==> config.mk <==
export PLATFORM = sky130hd
export DESIGN_NAME = vga_frame_ctrl_flat
export DESIGN_NICKNAME = d
export VERILOG_FILES = /design/src/rtl/vga_frame_ctrl_if.sv /design/src/rtl/vga_frame_ctrl.sv /design/src/flat_wrapper.sv
export SDC_FILE = /design/constraint.sdc
export NUM_CORES = 1
export LEC_CHECK = 0
export ABC_AREA = 1
export CAP_MARGIN = 20
export CORE_UTILIZATION = 47
export DETAILED_ROUTE_END_ITERATION = 16
export GPL_TIMING_DRIVEN = 0
export MAX_ROUTING_LAYER = met4
export PLACE_DENSITY = 0.79
export SYNTH_ARGS = -nofsm -noshare
export SYNTH_HDL_FRONTEND = slang
export SYNTH_SLANG_ARGS = --single-unit
==> constraint.sdc <==
create_clock -name clk -period 1.85 [get_ports clk]
set_clock_uncertainty 0.05 [all_clocks]
set_input_delay 0.4625 -clock clk [delete_from_list [all_inputs] [get_ports clk]]
set_output_delay 0.4625 -clock clk [all_outputs]
set_load 0.05 [all_outputs]
==> src/rtl/vga_frame_ctrl_if.sv <==
// VGA frame controller bus: run request, external pixel colour in, timing and colour out.
// Latency: none; this is only a signal bundle.
// Backpressure: none; the VGA stream is free-running once started.
//
// Modports:
//   master : pixel source side. Drives enable/R/G/B and observes the timing outputs.
//   slave  : controller side. Samples enable/R/G/B and drives the timing and colour outputs.
interface vga_frame_ctrl_if;
  logic       enable;
  logic [3:0] R;
  logic [3:0] G;
  logic [3:0] B;
  logic [3:0] red;
  logic [3:0] green;
  logic [3:0] blue;
  logic       horizontal_sync;
  logic       vertical_sync;
  logic       display_en;
  logic [9:0] h_count;
  logic [9:0] v_count;
  logic       pix_tick;
  logic       frame_start;

  modport master (
    output enable, R, G, B,
    input  red, green, blue, horizontal_sync, vertical_sync, display_en,
    input  h_count, v_count, pix_tick, frame_start
  );

  modport slave (
    input  enable, R, G, B,
    output red, green, blue, horizontal_sync, vertical_sync, display_en,
    output h_count, v_count, pix_tick, frame_start
  );
endinterface

==> src/rtl/vga_frame_ctrl.sv <==
// 640x480@60 VGA frame controller: pixel tick from 50 MHz clk, h/v counters, sync/enable/colour decode.
// Latency: sync, display_en and colour lag h_count/v_count by 1 clk; first counter step 2 clk after start.
// Backpressure: none; start/stop requests on enable are honoured only at frame boundaries.
//
// Ports: clk (50 MHz, only clock), reset (synchronous, active-low), bus (vga_frame_ctrl_if.slave):
//   enable, R/G/B in; red/green/blue, horizontal_sync, vertical_sync, display_en,
//   h_count, v_count, pix_tick, frame_start out.
// Optional feature: define VGA_BORDER_EN to overlay a BORDER_W-thick BORDER_RGB frame on the picture.
module vga_frame_ctrl #(
  parameter int          H_VISIBLE  = 640,
  parameter int          H_FRONT    = 16,
  parameter int          H_SYNC     = 96,
  parameter int          H_BACK     = 48,
  parameter int          V_VISIBLE  = 480,
  parameter int          V_FRONT    = 10,
  parameter int          V_SYNC     = 2,
  parameter int          V_BACK     = 33,
  parameter int          BORDER_W   = 11,
  parameter logic [11:0] BORDER_RGB = 12'h00F
) (
  input  logic             clk,
  input  logic             reset,
  vga_frame_ctrl_if.slave  bus
);

  localparam int H_TOTAL = H_VISIBLE + H_FRONT + H_SYNC + H_BACK;
  localparam int V_TOTAL = V_VISIBLE + V_FRONT + V_SYNC + V_BACK;

  localparam logic [9:0] H_LAST     = 10'(H_TOTAL - 1);
  localparam logic [9:0] V_LAST     = 10'(V_TOTAL - 1);
  localparam logic [9:0] H_VIS      = 10'(H_VISIBLE);
  localparam logic [9:0] V_VIS      = 10'(V_VISIBLE);
  localparam logic [9:0] HS_START   = 10'(H_VISIBLE + H_FRONT);
  localparam logic [9:0] HS_END     = 10'(H_VISIBLE + H_FRONT + H_SYNC);
  localparam logic [9:0] VS_START   = 10'(V_VISIBLE + V_FRONT);
  localparam logic [9:0] VS_END     = 10'(V_VISIBLE + V_FRONT + V_SYNC);

  typedef enum logic [1:0] {
    IDLE  = 2'd0,
    RUN   = 2'd1,
    DRAIN = 2'd2
  } state_t;

  state_t     state;
  state_t     state_nxt;
  logic       start_nxt;
  logic       tick;
  logic [9:0] h_cnt;
  logic [9:0] v_cnt;
  logic       h_last;
  logic       v_last;
  logic       wrap;
  logic       visible;
  logic       border;
  logic [11:0] pix_rgb;

  logic       hsync_q;
  logic       vsync_q;
  logic       de_q;
  logic [11:0] rgb_q;
  logic       fstart_q;

  assign h_last = (h_cnt == H_LAST);
  assign v_last = (v_cnt == V_LAST);
  // The counters only move on a tick, so this is the edge that returns them to (0,0).
  assign wrap   = tick && h_last && v_last;

  // Next state and the frame_start request. A stop in RUN never ends the frame early:
  // it only parks in DRAIN, which leaves for IDLE on the wrap or resumes on enable.
  always_comb begin
    state_nxt = state;
    start_nxt = 1'b0;
    case (state)
      IDLE: begin
        if (bus.enable) begin
          state_nxt = RUN;
          start_nxt = 1'b1;
        end
      end
      RUN: begin
        if (!bus.enable) state_nxt = DRAIN;
        if (wrap)        start_nxt = 1'b1;
      end
      DRAIN: begin
        if (bus.enable) begin
          state_nxt = RUN;
          if (wrap) start_nxt = 1'b1;
        end else if (wrap) begin
          state_nxt = IDLE;
        end
      end
      default: state_nxt = IDLE;
    endcase
  end

  always_ff @(posedge clk) begin
    if (!reset) begin
      state <= IDLE;
      tick  <= 1'b0;
      h_cnt <= '0;
      v_cnt <= '0;
    end else begin
      state <= state_nxt;
      if (state == IDLE) begin
        tick  <= 1'b0;
        h_cnt <= '0;
        v_cnt <= '0;
      end else begin
        tick <= ~tick;
        if (tick) begin
          if (h_last) begin
            h_cnt <= '0;
            v_cnt <= v_last ? 10'd0 : v_cnt + 10'd1;
          end else begin
            h_cnt <= h_cnt + 10'd1;
          end
        end
      end
    end
  end

  assign visible = (h_cnt < H_VIS) && (v_cnt < V_VIS) && (state != IDLE);

`ifdef VGA_BORDER_EN
  localparam logic [9:0] B_LO  = 10'(BORDER_W);
  localparam logic [9:0] B_HR  = 10'(H_VISIBLE - BORDER_W);
  localparam logic [9:0] B_VB  = 10'(V_VISIBLE - BORDER_W);

  assign border  = (h_cnt < B_LO) || (h_cnt >= B_HR) || (v_cnt < B_LO) || (v_cnt >= B_VB);
  assign pix_rgb = !visible ? 12'h000 : (border ? BORDER_RGB : {bus.R, bus.G, bus.B});
`else
  // Border overlay compiled out; the configuration is kept only as a named sink.
  logic unused_border_cfg;
  assign unused_border_cfg = ^{BORDER_W, BORDER_RGB};
  assign border  = 1'b0;
  assign pix_rgb = (visible && !border) ? {bus.R, bus.G, bus.B} : 12'h000;
`endif

  // Decode from the pre-edge counters, so these outputs trail h_count/v_count by one clk.
  always_ff @(posedge clk) begin
    if (!reset) begin
      hsync_q  <= 1'b1;
      vsync_q  <= 1'b1;
      de_q     <= 1'b0;
      rgb_q    <= '0;
      fstart_q <= 1'b0;
    end else begin
      hsync_q  <= !((h_cnt >= HS_START) && (h_cnt < HS_END));
      vsync_q  <= !((v_cnt >= VS_START) && (v_cnt < VS_END));
      de_q     <= visible;
      rgb_q    <= pix_rgb;
      fstart_q <= start_nxt;
    end
  end

  assign bus.horizontal_sync = hsync_q;
  assign bus.vertical_sync   = vsync_q;
  assign bus.display_en      = de_q;
  assign bus.red             = rgb_q[11:8];
  assign bus.green           = rgb_q[7:4];
  assign bus.blue            = rgb_q[3:0];
  assign bus.h_count         = h_cnt;
  assign bus.v_count         = v_cnt;
  assign bus.pix_tick        = tick;
  assign bus.frame_start     = fstart_q;

endmodule

==> src/flat_wrapper.sv <==
// flat-port wrapper written by rule: the top's interface ports become plain ports
module vga_frame_ctrl_flat 
#(
  parameter int          H_VISIBLE  = 640,
  parameter int          H_FRONT    = 16,
  parameter int          H_SYNC     = 96,
  parameter int          H_BACK     = 48,
  parameter int          V_VISIBLE  = 480,
  parameter int          V_FRONT    = 10,
  parameter int          V_SYNC     = 2,
  parameter int          V_BACK     = 33,
  parameter int          BORDER_W   = 11,
  parameter logic [11:0] BORDER_RGB = 12'h00F
)
  (clk, reset, bus_enable, bus_R, bus_G, bus_B, bus_red, bus_green, bus_blue, bus_horizontal_sync, bus_vertical_sync, bus_display_en, bus_h_count, bus_v_count, bus_pix_tick, bus_frame_start);
  vga_frame_ctrl_if bus_i ();
  input  logic clk;
  input  logic reset;
  input wire logic [$bits(bus_i.enable)-1:0] bus_enable;
  input wire logic [$bits(bus_i.R)-1:0] bus_R;
  input wire logic [$bits(bus_i.G)-1:0] bus_G;
  input wire logic [$bits(bus_i.B)-1:0] bus_B;
  output wire logic [$bits(bus_i.red)-1:0] bus_red;
  output wire logic [$bits(bus_i.green)-1:0] bus_green;
  output wire logic [$bits(bus_i.blue)-1:0] bus_blue;
  output wire logic [$bits(bus_i.horizontal_sync)-1:0] bus_horizontal_sync;
  output wire logic [$bits(bus_i.vertical_sync)-1:0] bus_vertical_sync;
  output wire logic [$bits(bus_i.display_en)-1:0] bus_display_en;
  output wire logic [$bits(bus_i.h_count)-1:0] bus_h_count;
  output wire logic [$bits(bus_i.v_count)-1:0] bus_v_count;
  output wire logic [$bits(bus_i.pix_tick)-1:0] bus_pix_tick;
  output wire logic [$bits(bus_i.frame_start)-1:0] bus_frame_start;
  assign bus_i.enable = bus_enable;
  assign bus_i.R = bus_R;
  assign bus_i.G = bus_G;
  assign bus_i.B = bus_B;
  assign bus_red = bus_i.red;
  assign bus_green = bus_i.green;
  assign bus_blue = bus_i.blue;
  assign bus_horizontal_sync = bus_i.horizontal_sync;
  assign bus_vertical_sync = bus_i.vertical_sync;
  assign bus_display_en = bus_i.display_en;
  assign bus_h_count = bus_i.h_count;
  assign bus_v_count = bus_i.v_count;
  assign bus_pix_tick = bus_i.pix_tick;
  assign bus_frame_start = bus_i.frame_start;
  vga_frame_ctrl #(.H_VISIBLE(H_VISIBLE), .H_FRONT(H_FRONT), .H_SYNC(H_SYNC), .H_BACK(H_BACK), .V_VISIBLE(V_VISIBLE), .V_FRONT(V_FRONT), .V_SYNC(V_SYNC), .V_BACK(V_BACK), .BORDER_W(BORDER_W), .BORDER_RGB(BORDER_RGB)) u_core (.clk(clk), .reset(reset), .bus(bus_i));
endmodule
Word level (Yosys, flattened, before mapping)
Cells that the tools add are included.
W data, S select, Z words.
{"block": "totals", "rom_bits": 0, "reg_bits": 39, "n_memories": 0, "elab_cells": 51, "mem_bits_rw": 0, "latch_bits": 0}
{"block": "op_classes", "div_mod_pow": 0, "n_mul": 0, "bitwise": 2, "eq_ne": 7, "mux": 11, "n_reduce_logical": 14, "n_lt_le_gt_ge": 6, "n_shift": 0, "n_addsub": 2}
{"op": "$add A10 B1 Y10 const B", "count": 2}
{"op": "$eq A10 B10 Y1 const B", "count": 2}
{"op": "$lt A10 B10 Y1 const B", "count": 2}
{"op": "$lt A10 B9 Y1 const B", "count": 2}
{"op": "$mux W10", "count": 2}
{"op": "$ge A10 B10 Y1 const B", "count": 1}
{"op": "$ge A10 B9 Y1 const B", "count": 1}
{"op": "$mux W2", "count": 4}
{"op": "$logic_and A1 B1 Y1", "count": 6}
{"op": "$pmux W2 S3", "count": 1}
{"op": "$ne A2 B2 Y1 const B", "count": 2}
{"op": "$reduce_and A2 Y1", "count": 2}
{"op": "$mux W1", "count": 3}
{"op": "$ne A3 B2 Y1 const B", "count": 1}
{"op": "$pmux W1 S3", "count": 1}
{"op": "$reduce_and A3 Y1", "count": 1}
{"op": "$eq A2 B1 Y1 const B", "count": 1}
{"op": "$eq A2 B2 Y1 const B", "count": 1}
{"op": "$logic_not A1 Y1", "count": 2}
{"op": "$logic_not A2 Y1", "count": 1}
{"op": "$not A1 Y1", "count": 2}
{"op": "$reduce_bool A2 Y1", "count": 1}
{"op": "$reduce_or A2 Y1", "count": 1}

Longest topological paths before layout
Gate-level depths: netlist of run 1.
{"block": "depth", "word_depth": 6, "mapped_depth": 9, "mapped_depth_nobuf": 9}

Worst setup path after synthesis of run 1
Ideal clock, no wire load.
{"block": "synth_path", "kind": "register to register", "from": "reg u_core.h_cnt[1], in the netlist u_core.bus.h_count[1]", "to": "reg u_core.state[1]", "required_time_ns": 1.686, "synth_period_minus_slack_ns": 1.784, "n_path_buf": 0, "setup_ns": 0.114, "path_slack_ns": 0.066, "t_arrival_ns": 1.620, "path_stages_with_launch": 9, "cell_sequence": "dfxtp_1 ha_1 nand2_1 nor2_2 inv_2 nor2_4 nand2_1 a21oi_1 nor2_1"}
{"block": "synth_via", "elab_chain_len": 5}
{"element": "start, declared", "line": "vga_frame_ctrl.sv:48", "rtl": "logic [9:0] h_cnt;"}
{"element": "start signal, assigned", "line": "vga_frame_ctrl.sv:115", "rtl": "h_cnt <= h_cnt + 10'd1;"}
{"element": "$eq A10 B10 Y1", "line": "vga_frame_ctrl.sv:63", "rtl": "assign h_last = (h_cnt == H_LAST);"}
{"element": "$logic_and A1 B1 Y1 (2 in series)", "line": "vga_frame_ctrl.sv:66", "rtl": "assign wrap = tick && h_last && v_last;"}
{"element": "$ne A3 B2 Y1 (no source line)"}
{"element": "$reduce_and A3 Y1 (no source line)"}
{"element": "end signal, assigned", "line": "vga_frame_ctrl.sv:103", "rtl": "state <= state_nxt;"}
{"element": "end, declared", "line": "vga_frame_ctrl.sv:44", "rtl": "state_t state;"}
No other way between the ends.
A chain may end at the register's enable or synchronous reset.

Worst setup path after layout of run 1
{"block": "layout_path", "from": "reg u_core.h_cnt[7], in the netlist u_core.bus.h_count[7]", "to": "out bus_h_count[7]"}
{"element": "end, declared", "line": "flat_wrapper.sv:29", "rtl": "output wire logic [$bits(bus_i.h_count)-1:0] bus_h_count;"}
No word-level cell between the ends.

==> impl_results.md, run 1 <==
- Inserted Diodes: 0
- Final GP Congestion: 0.927
- Seq/Total Area, Yosys: 0.432
- Post-CTS Setup Bufs: 0
- Clk pwr share: 0.454
- First-pass GRT wire length: 6910 um
- Ys async rst share: 0
- Routed Antenna Nets: 0
- Minimum clock period after layout: about 1800 ps
- CP Launch Type: flop
- Multi-input logic area: 823 um^2
- Final global-route overflow total: 0
- Fin crit share: 0.982
- EDFF count, synth: 0
- Final net count: 329
- Synth Register Bits: 39
- RR Endpoint: u_core.bus.v_count[1]
- Power per cell area: 756 nW/um^2
- IO buf count: 51
- CTS buffer count: 5
- Net switching power: 0.000403 W
- Yosys top cell by area: dfxtp_1
- Maximum root-to-sink buffer count: 2
- Final worst slack: roughly 33 ps
- RSZ-0062 raised after global routing: no
- Buffers and inverters on the worst path: 1
- DRC viols: 0
- Sequential cell area: 781 um^2
- Slew @ Worst Pin: 501 ps
- Gate Count Post-Synth: 252
- Critical path's slowest cell: dlygate4sd2_1
- Crit-path cells: dlygate4sd2_1
- P&R area growth vs syn: 35.8%
- Clock Sinks: 39
- Top post-synthesis cells by area: dfxtp_1, nand2_1, inv_1
- Critical Path RT: 1340 ps
- Setup WS pre-CTS: -153 ps
- Hold slack final: 446 ps
- Crit-path max cell delay: about 560 ps
- Die H: 64 um
- Total number of vias: ~1700
- CP max FO: 6
- Synth cell types: 26
- Synthesized cell area: ~1800 um^2
- Vias/cell: between 4 and 5
- HP Start: u_core.bus.v_count[8]
- Share of cells above drive strength 1: 0.106
- Post-Route WL: 4100 um
- CP Data Arrival Time: 1300 ps
- Final setup fails: 0
- VDD IR max: 588 uV
- Worst skew pair latency: roughly 290 ps
- Clock root cell: clkbuf_8
- Hold Fails Final Rpt: 0
- FF-to-FF Start: u_core.bus.h_count[1]
- Total Routing Usage GR: 0.225
- Synthesis Warnings: 0
- Io pins: 52
- Cts hold-fix bufs: 0
- CP endpoint kind: output pin
- Pin count of the biggest net entering global routing: 13
- Comb pwr share: 0.083
- Syn nets: between 200 and 300
- Max-slew headroom: 0.667
- Critical path endpoint: bus_h_count[7]
- Final Cell Area: 2450 um^2
- Row cnt: 22
- Sequential power share: 0.464
- Final TNS setup: 0 ps
- Internal power: 0.00145 W
- Worst R2R Path Depth: 6
- Switching Fraction: 0.218
- Most frequent cells after synthesis: nand2_1, inv_1, nor2_1
- Die width: 64 um
- Leakage: 1.11 nW
- Top-count cell post-synth: nand2_1
- CTS clk-pin slew, worst paths: about 70 ps
- Status: complete, no violations
- DIE AREA: 4100 um^2
- Drt wl/cell: 11.4 um
- Stages on the worst setup path: 1
- Pre-antenna DRT Iters: 4
- Dpl hpwl: 2950 um
- Hold Crit Class: reg -> reg
- H-tree levels: 2
- Initial drt markers: 143
- Fill cells: 342
- Critical Path Start: u_core.bus.h_count[7]
- Max Freq: 0.550 GHz
- Crit Path Category: reg -> out
- Most common flop cell mapped by yosys: dfxtp_1
- R2R setup slack: 130 ps
- Mean area per synthesized cell: 7.17 um^2
- Post-DP Area: 2380 um^2
- CTS tree: yes
- Core box area: approximately 3700 um^2
- Vias in the first global route: 1558
- Starting density of the core: 0.494
- Synth top area share: 0.432
- Crit-path leading delay family: buffers and inverters
- Initial antenna violation count: 0
- Max-cap violations: 0
- Final Max Tran Viols: 0
[area by class of cell]
type                            count  share of cell area
Multi-Input combinational cell    163               0.336
Sequential cell                    39               0.318
Timing Repair Buffer               51               0.185
Inverter                           48              0.0734
Clock buffer                        6              0.0296
Clock inverter                      2              0.0245
Tap cell                           48              0.0245
Buffer                              2             0.00918
[metal layers]
layer | GRT usage | share of wire | routed length (um)
met1 | 0.263 | 0.44 | 1800
met2 | 0.370 | 0.49 | 2020
met3 | 0.0446 | 0.052 | 212
met4 | 0.105 | 0.016 | 65
met5 | - | 0 | 0
[cell usage in the layout, fill, tap and decap left out, drive strengths merged]
cell,n
o22ai,1
dfxtp,39
nand4,5
nor4,1
inv,48
a21oi,12
nor2,52
buf,2
clkdlybuf4s15,1
o211ai,1
clkbuf,9
ha,4
clkdlybuf4s50,14
nand3,14
dlygate4sd2,33
xor2,3
o21ai,5
nor3,13
a31oi,1
o2111ai,1
bufinv,2
nand2,49
or2,1
[logic make-up (layout without fill, tap and decap cells)]
logic type	Yosys count	after routing	share of synthesized area
AND/OR/NAND/NOR	135	135	0.344
buffers and inverters	50	109	0.112
flip-flops	39	39	0.432
AO/OA/AOI/OAI	21	21	0.0693
adder cells (fa/ha/maj)	4	4	0.0277
XOR/XNOR	3	3	0.0145
[per-stage QoR]
step                      std cells  utilization  power, W
after CTS                       359        0.673   0.00187
after floorplan                 252            -  0.000977
after global placement          351        0.649   0.00104
final                           359        0.670   0.00185
after global routing            359        0.670   0.00192
after detailed placement        351        0.649   0.00104
[worst min-delay path by stage]
stage | endpoint | slack, ps | cells past startpoint
floorplan | u_core.state[1] | 430 | 2
global placement | u_core.bus.v_count[8] | 440 | 2
detailed placement | u_core.bus.v_count[8] | 440 | 2
CTS | u_core.bus.v_count[8] | 450 | 2
global route | u_core.bus.v_count[8] | 490 | 2
finish | u_core.bus.v_count[8] | 450 | 2
[power by group through the flow]
stage	combinational [W]	sequential [W]	clock [W]
6_report	0.000154	0.000860	0.000841
5_1_grt	0.000164	0.000861	0.000891
4_1_cts	0.000155	0.000860	0.000855
3_5_place_dp	0.000164	0.000880	0
3_3_place_gp	0.000162	0.000879	0
2_1_floorplan	0.0000490	0.000928	0
[timing repair]
| item | 4_1_cts | 5_1_grt |
|---|---|---|
| hold endpoints to repair | 0 | 0 |
| endpoints found under the setup margin | 37 | 4 |
| gates resized for setup | 38 | 6 |
[registers in the layout (all words and copies together) (netlist names)]
| register | flops |
|---|---|
| u_core.rgb_q | 12 |
| u_core.bus.v_count | 10 |
| u_core.bus.vertical_sync | 1 |
| u_core.bus.frame_start | 1 |
| u_core.bus.pix_tick | 1 |
| u_core.bus.h_count | 10 |
| u_core.bus.horizontal_sync | 1 |
| u_core.state | 2 |
| u_core.bus.display_en | 1 |
No activity file was read; power rests on OpenSTA's default activity.
==> inputs of run 2 (changes only) <==
--- a/config.mk
+++ b/config.mk
@@ -6,12 +6,13 @@
 export NUM_CORES = 1
 export LEC_CHECK = 0
 export ABC_AREA = 1
-export CAP_MARGIN = 20
-export CORE_UTILIZATION = 47
+export CELL_PAD_IN_SITES_DETAIL_PLACEMENT = 1
+export CELL_PAD_IN_SITES_GLOBAL_PLACEMENT = 2
+export CORE_UTILIZATION = 25
 export DETAILED_ROUTE_END_ITERATION = 16
 export GPL_TIMING_DRIVEN = 0
 export MAX_ROUTING_LAYER = met4
-export PLACE_DENSITY = 0.79
+export PLACE_DENSITY_LB_ADDON = 0.1
 export SYNTH_ARGS = -nofsm -noshare
 export SYNTH_HDL_FRONTEND = slang
 export SYNTH_SLANG_ARGS = --single-unit
==> run 2 against run 1 <==
Against the previous run:
- design area grew 2.6%
- highest routed layer unchanged
- critical endpoint is now bus_v_count[7]
- critical path depth is the same
- global-route usage shrank 8.4 points
- die area grew 85%
- register-to-register slack gained 110 ps
- sequential power is essentially flat
- routed wire length grew 19%
- worst setup slack gained 17 ps
==> impl_results.md, run 2 (synthesized netlist as in run 1, its figures left out) <==
- Status: complete, no violations (unchanged)
- Total number of vias: 1729 (was 1728)
- VDD IR max: 267 uV (was 588 uV)
- Max-cap violations: 0 (unchanged)
- Pre-antenna DRT Iters: 4 (unchanged)
- CTS clk-pin slew, worst paths: 80 ps (was 70 ps)
- Share of cells above drive strength 1: 0.135 (was 0.106)
- Max FFs per register: 12 (unchanged)
- Worst skew pair latency: 290 ps (about the same)
- Critical Path RT: 1340 ps (about the same)
- Leakage: 1.09 nW (was 1.11 nW)
- Crit-path cells: dlygate4sd2_1 (unchanged)
- Clock root cell: clkbuf_8 (unchanged)
- RR Endpoint: u_core.bus.v_count[3] (was u_core.bus.v_count[1])
- Setup WS pre-CTS: -253 ps (was -153 ps)
- Commonest non-fill, non-tap cell in the layout: nand2_1 (unchanged)
- WHS Path Cells: 2 (unchanged)
- Final cell count without fillers: 408 (was 359)
- Hold Path End: u_core.bus.v_count[8] (unchanged)
- Post-Place Cells: 399 (was 351)
- Starting density of the core: 0.263 (was 0.494)
- Final Cell Area: 2520 um^2 (was 2450 um^2)
- DIE AREA: 7570 um^2 (was 4100 um^2)
- First-pass GRT wire length: 8000 um (was 6910 um)
- PnR Total Power: 0.00174 W (was 0.00185 W)
- Post-Route WL: 4870 um (was 4100 um)
- H-tree levels: 2 (unchanged)
- Vias/cell: 4.24 (was 4.81)
- Inserted Diodes: 0 (unchanged)
- Clock Sinks: 39 (unchanged)
- CP Data Arrival Time: 1290 ps (was 1300 ps)
- Power per cell area: 692 nW/um^2 (was 756 nW/um^2)
- Post-DP Area: 2440 um^2 (was 2380 um^2)
- Core box area: 6870 um^2 (was 3660 um^2)
- Final global-route overflow total: 0 (unchanged)
- Hold Crit Class: reg -> reg (unchanged)
- Cts hold-fix bufs: 0 (unchanged)
- Dpl hpwl: 3790 um (was 2950 um)
- Pin count of the biggest net entering global routing: 14 (was 13)
- Final setup fails: 0 (unchanged)
- Minimum clock period after layout: 1800 ps (was 1820 ps)
- Crit-path max cell delay: 560 ps (about the same)
- DRC viols: 0 (unchanged)
- CP max FO: 6 (unchanged)
- Crit Path Category: reg -> out (unchanged)
- Max Freq: 0.556 GHz (was 0.550 GHz)
- HP Start: u_core.bus.v_count[8] (unchanged)
- IO buf count: 51 (unchanged)
- Critical path's slowest cell: dlygate4sd2_1 (unchanged)
- Io pins: 52 (unchanged)
- P&R area growth vs syn: 39.3% (was 35.8%)
- Slew @ Worst Pin: 511 ps (was 501 ps)
- Hold Fails Final Rpt: 0 (unchanged)
- Worst R2R Path Depth: 6 (unchanged)
- Maximum root-to-sink buffer count: 2 (unchanged)
- Row cnt: 30 (was 22)
- Die H: 87.0 um (was 64 um)
- FF-to-FF Start: u_core.bus.h_count[1] (unchanged)
- CTS tree: yes (unchanged)
- Final Max Tran Viols: 0 (unchanged)
- R2R setup slack: 240 ps (was 130 ps)
- Die width: 87.0 um (was 64 um)
- Max-slew headroom: 0.661 (was 0.667)
- Fin crit share: 0.973 (was 0.982)
- Most frequent cells in the layout: nand2_1, inv_1, nor2_1 (unchanged)
- CP endpoint kind: output pin (unchanged)
- Final GP Congestion: 0.750 (was 0.927)
- Routed Antenna Nets: 0 (unchanged)
- Total Routing Usage GR: 0.141 (was 0.225)
- CTS buffer count: 5 (unchanged)
- Vias in the first global route: 1689 (was 1558)
- Biggest register: u_core.rgb_q (unchanged)
- RSZ-0062 raised after global routing: no (unchanged)
- Final net count: 330 (was 329)
- Initial drt markers: 27 (was 143)
- CP Launch Type: flop (unchanged)
- Buffers and inverters on the worst path: 1 (unchanged)
- Initial antenna violation count: 0 (unchanged)
- Drt wl/cell: 11.9 um (was 11.4 um)
- Crit-path leading delay family: buffers and inverters (unchanged)
- Final worst slack: 50.0 ps (was 32.6 ps)
run 2: cell types whose count changed in the layout (fill, tap and decap cells not counted), sizes merged:
cell / change
buf: +1
bufinv: -1
dlygate4sd2: -3
clkinv: +2
clkdlybuf4s15: +2
run 2: layout make-up:
class | instances | area [um^2]
Inverter | 48 | 180
Sequential cell | 39 | 781
Clock buffer | 5 | 68.8
Clock inverter | 3 | 43.8
Fill cell | 880 | 4350
Multi-Input combinational cell | 163 | 838
Buffer | 2 | 22.5
Tap cell | 96 | 120
Timing Repair Buffer | 52 | 463
run 2: worst max path at each step:
| stage | from | endpoint | cells past startpoint |
|---|---|---|---|
| 2_1_floorplan | u_core.bus.h_count[1] | u_core.state[1] | 8 |
| 3_3_place_gp | reset | u_core.bus.v_count[9] | 7 |
| 3_5_place_dp | reset | u_core.bus.v_count[5] | 7 |
| 4_1_cts | u_core.bus.v_count[0] | bus_v_count[0] | 1 |
| 5_1_grt | u_core.bus.v_count[7] | bus_v_count[7] | 1 |
| 6_report | u_core.bus.v_count[7] | bus_v_count[7] | 1 |
run 2: worst min-delay path, delay by kind of cell, from the launching register on:
family           cells  cell delay [ps]
AND/OR/NAND/NOR      1               70
AO/OA/AOI/OAI        1               50
flip-flops           1              340
run 2: repair_timing:
| action | in CTS | in global routing |
|---|---|---|
| endpoints found under the setup margin | 37 | 18 |
| pin swaps | 0 | 1 |
| gates resized for setup | 42 | 13 |
| setup buffers | 0 | 1 |
run 2: metal layers:
layer  global-route usage  part of all wire
met1                0.173              0.48
met5                    -                 0
met3               0.0370             0.042
met2                0.230              0.47
met4               0.0364            0.0043
run 2: metrics by stage:
step           setup TNS (ps)  hold WS (ps)  utilization
2_1_floorplan               0           432            -
3_3_place_gp            -3280           442        0.355
3_5_place_dp            -3660           446        0.355
4_1_cts                     0           457        0.365
5_1_grt                     0           486        0.366
6_report                    0           453        0.366
run 2: power by group:
part	internal (W)	switching, W
Sequential	0.000854	0.00000503
Combinational	0.0000580	0.0000990
Clock	0.000402	0.000325
Total	0.00131	0.000429
==> RTL edit 1, RTL diff (flow settings as in run 1) <==
Take the reset off `rgb_q` and load it in a clocked block of its own.
--- a/src/rtl/vga_frame_ctrl.sv
+++ b/src/rtl/vga_frame_ctrl.sv
@@ -142,15 +142,17 @@
       hsync_q  <= 1'b1;
       vsync_q  <= 1'b1;
       de_q     <= 1'b0;
-      rgb_q    <= '0;
       fstart_q <= 1'b0;
     end else begin
       hsync_q  <= !((h_cnt >= HS_START) && (h_cnt < HS_END));
       vsync_q  <= !((v_cnt >= VS_START) && (v_cnt < VS_END));
       de_q     <= visible;
-      rgb_q    <= pix_rgb;
       fstart_q <= start_nxt;
     end
+  end
+
+  always_ff @(posedge clk) begin
+    rgb_q <= pix_rgb;
   end
 
   assign bus.horizontal_sync = hsync_q;
Check against the original RTL: differs if reset is asserted again (counterexample within 4 cycles, from zero or initial values and one cycle with reset low); with reset held inactive, the same outputs for 10 cycles.
==> RTL edit 1 against run 1 <==
First-iteration DRC count down 26%. Routed wire length down 4.0%. Critical path type unchanged. Setup slack better by 13 ps. Power shrank 14%. Final cell count is 1.7% lower. Area after synthesis shrank 2.0%. Cell area fell by 3.5%. Sequential cell count is the same. Critical path depth unchanged. Die area fell by 1.9%.
==> RTL edit 1: results (changes against run 1) <==
The flow ran to the end, and the final reports show no timing, DRC or antenna violations. The sequential power came out at 0.866 mW (+0.7%). The worst-margin pin slew came out at 525 ps (+24.0 ps). The reg2reg setup slack is 240 ps (+110 ps). The synthesized-area fraction occupied by adder cells came out at 2.83% (+0.057 points). The total number of nets in the final design came out at 325 (-1.2%). The final weighted congestion of routability-driven global placement is 0.859 (-7.3%). The path with the worst hold slack has its endpoint at u_core.bus.h_count[1]$_SDFFE_PP0P_. The net count of the mapped netlist is 267 (-1.5%).

The fraction of the mapped netlist area in compound gates is 4.73% (-2.2 points). The worst register-to-register path ends at u_core.bus.h_count[8]$_SDFFE_PP0P_. The share of cells above drive strength 1 is 9.45% (-1.2 points). The worst ir drop on vdd came out at 537 uV (-8.7%). The post-place setup slack came out at -90.5 ps (+62.8 ps). The commonest cells after synthesis are 57 x sky130_fd_sc_hd__nor2_1, 39 x sky130_fd_sc_hd__dfxtp_1, 38 x sky130_fd_sc_hd__nand2_1.

The first-pass GRT wire length is 6.66 mm (-3.6%). The number of global-route vias before repair came to 1,472 (-5.5%). The HPWL after detailed placement came to 3.01 mm (+2.3%). The instance count after placement with tap cells included is 345 (-1.7%). The global router's overall resource usage is 21.9% (-0.59 points). The average wire per standard cell came out at 11.2 um (-2.4%).

The register share of total power came out at 54.4% (+8.0 points). For this design, the slowest cell found on the critical path is sky130_fd_sc_hd__clkdlybuf4s15_1. The mean number of vias per cell came to 4.73 (-1.7%). The area of placed instances is 2340 sq um (-1.6%). The combinational share of power is 10.9% (+2.6 points).
-- RTL edit 1: cell count changes after synthesis, moves of 3 or more --
cell / run 1 / this run
sky130_fd_sc_hd__inv_1: 44 / 37
sky130_fd_sc_hd__nand2_1: 48 / 38
sky130_fd_sc_hd__nand2_2: 1 / 4
sky130_fd_sc_hd__nand3_1: 13 / 24
sky130_fd_sc_hd__nor2_1: 41 / 57
sky130_fd_sc_hd__nor2_2: 9 / 3
sky130_fd_sc_hd__nor3_1: 11 / 4
sky130_fd_sc_hd__o21ai_0: 5 / 2
-- RTL edit 1: cell type report --
type | count | area, sq um | share of cell area [%]
flip-flops and latches | 39 | 781 | 33.0
plain buffers | 4 | 27.5 | 1.16
clock inverters | 1 | 5.00 | 0.211
repair buffers | 51 | 458 | 19.3
clock buffers | 7 | 76.3 | 3.22
multi-input cells | 165 | 812 | 34.3
well taps | 46 | 57.6 | 2.43
inverters | 40 | 150 | 6.34
-- RTL edit 1: routing by layer --
metal  global-route usage, %  vias to the layer above  wire [um]
met2                    33.1                       46       1790
met4                    6.25                        0         44
met1                    27.2                      739       1860
li1                        -                      881          -
met5                       -                        -          0
met3                    8.15                        4        249
-- RTL edit 1: worst max-delay path by stage --
stage,from,end,cells past startpoint
global placement,reset,u_core.bus.h_count[3]$_SDFFE_PP0P_,5
detailed placement,reset,u_core.bus.h_count[3]$_SDFFE_PP0P_,5
global route,u_core.bus.h_count[8]$_SDFFE_PP0P_,bus_h_count[8],1
CTS,u_core.bus.h_count[4]$_SDFFE_PP0P_,bus_h_count[4],1
floorplan,u_core.bus.h_count[1]$_SDFFE_PP0P_,u_core.bus.v_count[2]$_SDFFE_PP0P_,9
finish,u_core.bus.h_count[8]$_SDFFE_PP0P_,bus_h_count[8],1
==> RTL edit 2, RTL diff (flow settings as in run 1) <==
Made on the original files. Build with the macro `VGA_BORDER_EN` defined.
--- a/src/rtl/vga_frame_ctrl.sv
+++ b/src/rtl/vga_frame_ctrl.sv
@@ -6,6 +6,8 @@
 //   enable, R/G/B in; red/green/blue, horizontal_sync, vertical_sync, display_en,
 //   h_count, v_count, pix_tick, frame_start out.
 // Optional feature: define VGA_BORDER_EN to overlay a BORDER_W-thick BORDER_RGB frame on the picture.
+`define VGA_BORDER_EN
+
 module vga_frame_ctrl #(
   parameter int          H_VISIBLE  = 640,
   parameter int          H_FRONT    = 16,
Check against the original RTL: not equivalent (Yosys sat finds a counterexample within 4 cycles, from zero or initial values and one cycle with reset low).
==> RTL edit 2 against run 1 <==
Routed wire length hardly changed. Sequential cell count is the same. Synthesized cell count increased by 4.4%. Setup slack better by 21 ps. Sequential power fell by 0.5%. Cell area up 4.6%. Area after synthesis grew 6.5%. Count of clock-buffer cells in the layout unchanged. Power shrank 8.0%. Die area is 6.3% higher. Critical endpoint is now bus_h_count[3]. Largest power group unchanged. Highest routed layer unchanged.
==> RTL edit 2: results (changes against run 1) <==
The run finished with clean final reports. The maximum fanout encountered on the critical timing path came out at 7 (+1). The clock transition at the registers of the reported paths came out at 70 ps (about the same). The count of TritonRoute iterations in the first routing pass came out at 4 (unchanged). The number of design rule violations left after detail routing came out at 0 (unchanged). The count of buffers from port buffering is 51 (unchanged). The violation count after the first detailed-route iteration came to 78 (-45%).

The number of buffers added for setup after CTS came out at 0 (unchanged). The clock latency on the worst-skew pair was 290 ps (about the same). The number of global-route vias before repair is 1,494 (-4.1%). The area of placed instances came to 2500 sq um (+5.1%). The data arrival time of the worst path came out at 1280 ps (-20 ps). The net count of the mapped netlist is 287 (+5.9%). The count of cells along the worst hold path came out at 2 (unchanged). For this design, the slowest cell found on the critical path is sky130_fd_sc_hd__clkdlybuf4s15_1.

By count the netlist is led by 50 x sky130_fd_sc_hd__nand2_1, 46 x sky130_fd_sc_hd__inv_1, 46 x sky130_fd_sc_hd__nor2_1. The first-pass GRT wire length came out at 6.71 mm (-2.8%). The post-synthesis sequential area ratio is 40.6% (-2.6 points). The wire length after detailed routing came out at 4.10 mm (about the same). The pin count of the biggest net entering global routing is 13 (unchanged).

The maximum root-to-sink buffer count came to 2 (unchanged). The flip-flop count of the largest register, all copies and words added came to 12 (unchanged). The worst ir drop on vdd is 419 uV (-29%). Sorting the synthesized cells by area gives the leading types as sky130_fd_sc_hd__dfxtp_1 41%, sky130_fd_sc_hd__nand2_1 9.8%, sky130_fd_sc_hd__inv_1 9.0%, sky130_fd_sc_hd__nor2_1 9.0%, sky130_fd_sc_hd__ha_1 5.9%.

The delay of the slowest critical-path stage was 540 ps (-20 ps). The share of cells above drive strength 1 is 11.8% (+1.2 points). More flip-flops sit in one register than any other, and that register is u_core.rgb_q. The count of antenna diodes in the layout came out at 0 (unchanged). The share of flip-flops with an asynchronous set or reset after synthesis came out at 0% (unchanged). The net switching power figure came out at 0.374 mW (-7.4%). The H-tree depth came to 2 (unchanged). The final weighted congestion of routability-driven global placement came out at 0.875 (-5.6%). The post-route setup TNS is 0 ps (unchanged). The depth of the worst register-to-register path came out at 7 (+1).

The total number of nets in the final design came to 345 (+4.9%). The HPWL after detailed placement was 3.07 mm (+4.2%). The number of library cell types mapped by synthesis is 26 (unchanged). The leakage power came out at 1.21 nW (+8.8%). The tree is rooted in a sky130_fd_sc_hd__clkbuf_8. The kind of cell with the highest combined delay along the critical path is buffers and inverters. The number of synthesized flops with an enable pin came out at 0 (unchanged). The mean number of vias per cell came out at 4.68 (-2.7%). The warning count from the yosys run is 0 (unchanged). The min-delay analysis places its worst path in the category reg2reg. The global router's overall resource usage is 20.9% (-1.6 points). The total CTS buffers is 5 (unchanged). The worst-margin pin slew came out at 505 ps (+4.15 ps). The initial antenna violation count came to 0 (unchanged). The filler cell count is 357 (+4.4%).
## RTL edit 2: power groups by stage
| stage | combinational (mW) | sequential [mW] | clock [mW] |
|---|---|---|---|
| after floorplan | 0.0341 | 0.908 | 0 |
| after detailed placement | 0.123 | 0.876 | 0 |
| after CTS | 0.118 | 0.856 | 0.748 |
| after global routing | 0.126 | 0.858 | 0.780 |
| final | 0.117 | 0.856 | 0.734 |
| after global placement | 0.122 | 0.876 | 0 |
## RTL edit 2: worst register-to-register path, stage by stage (launching register included)
cell,delay (ps)
sky130_fd_sc_hd__dfxtp_2,370
sky130_fd_sc_hd__ha_1,250
sky130_fd_sc_hd__nand3_2,120
sky130_fd_sc_hd__nor2_4,110
sky130_fd_sc_hd__nand3_2,100
sky130_fd_sc_hd__buf_6,170
sky130_fd_sc_hd__nand2_1,220
sky130_fd_sc_hd__o21ai_0,110
## RTL edit 2: metal layers
layer / global-route usage [%] / up-vias / part of all wire (%)
met5: - / - / 0
met4: 8.78 / 0 / 1.1
met3: 4.66 / 4 / 5.2
met2: 32.4 / 41 / 47
met1: 26.2 / 767 / 47
li1: - / 920 / -
## RTL edit 2: final cells by class
cell class,count,area [sq um],share of cell area [%]
multi-input combinational,173,946,36.9
buffer,2,16.3,0.634
clock buffer,6,82.6,3.22
inverter,49,184,7.17
sequential,39,785,30.6
timing repair buffer,51,458,17.8
clock inverter,2,35.0,1.37
tap,48,60.1,2.34
## RTL edit 2: worst paths after layout
kind,startpoint,slack (ps),to
hold / removal,u_core.state[0]$_SDFFE_PN0P_,450,u_core.state[1]$_SDFFE_PN0P_
setup reg to reg,u_core.bus.h_count[0]$_SDFFE_PP0P_,230,u_core.bus.v_count[1]$_SDFFE_PP0N_
setup / recovery,u_core.bus.h_count[3]$_SDFFE_PP0P_,50,bus_h_count[3]
hold reg to reg,u_core.state[0]$_SDFFE_PN0P_,450,u_core.state[1]$_SDFFE_PN0P_
## RTL edit 2: cell families (layout without fill, tap and decap cells)
logic type | after synthesis | after routing | synth area share, %
buffers and inverters | 51 | 110 | 10.4
XOR/XNOR | 9 | 9 | 4.10
AND/OR/NAND/NOR | 141 | 141 | 35.1
adder cells (fa/ha/maj) | 9 | 9 | 5.85
flip-flops | 39 | 39 | 40.6
AO/OA/AOI/OAI | 14 | 14 | 3.97
## RTL edit 2: metrics by stage
stage                     std cells  setup WS [ps]  utilization, %
after floorplan                 263           66.4               -
after global placement          362           -137            65.8
after detailed placement        362           -160            65.8
after CTS                       370           19.6            67.8
after global routing            370           3.03            67.6
final                           370           53.3            67.6
## RTL edit 2: repair_timing
action | 4_1_cts | 5_1_grt
hold buffers | 0 | 0
resized for setup | 42 | 11
setup endpoints to repair | 37 | 14
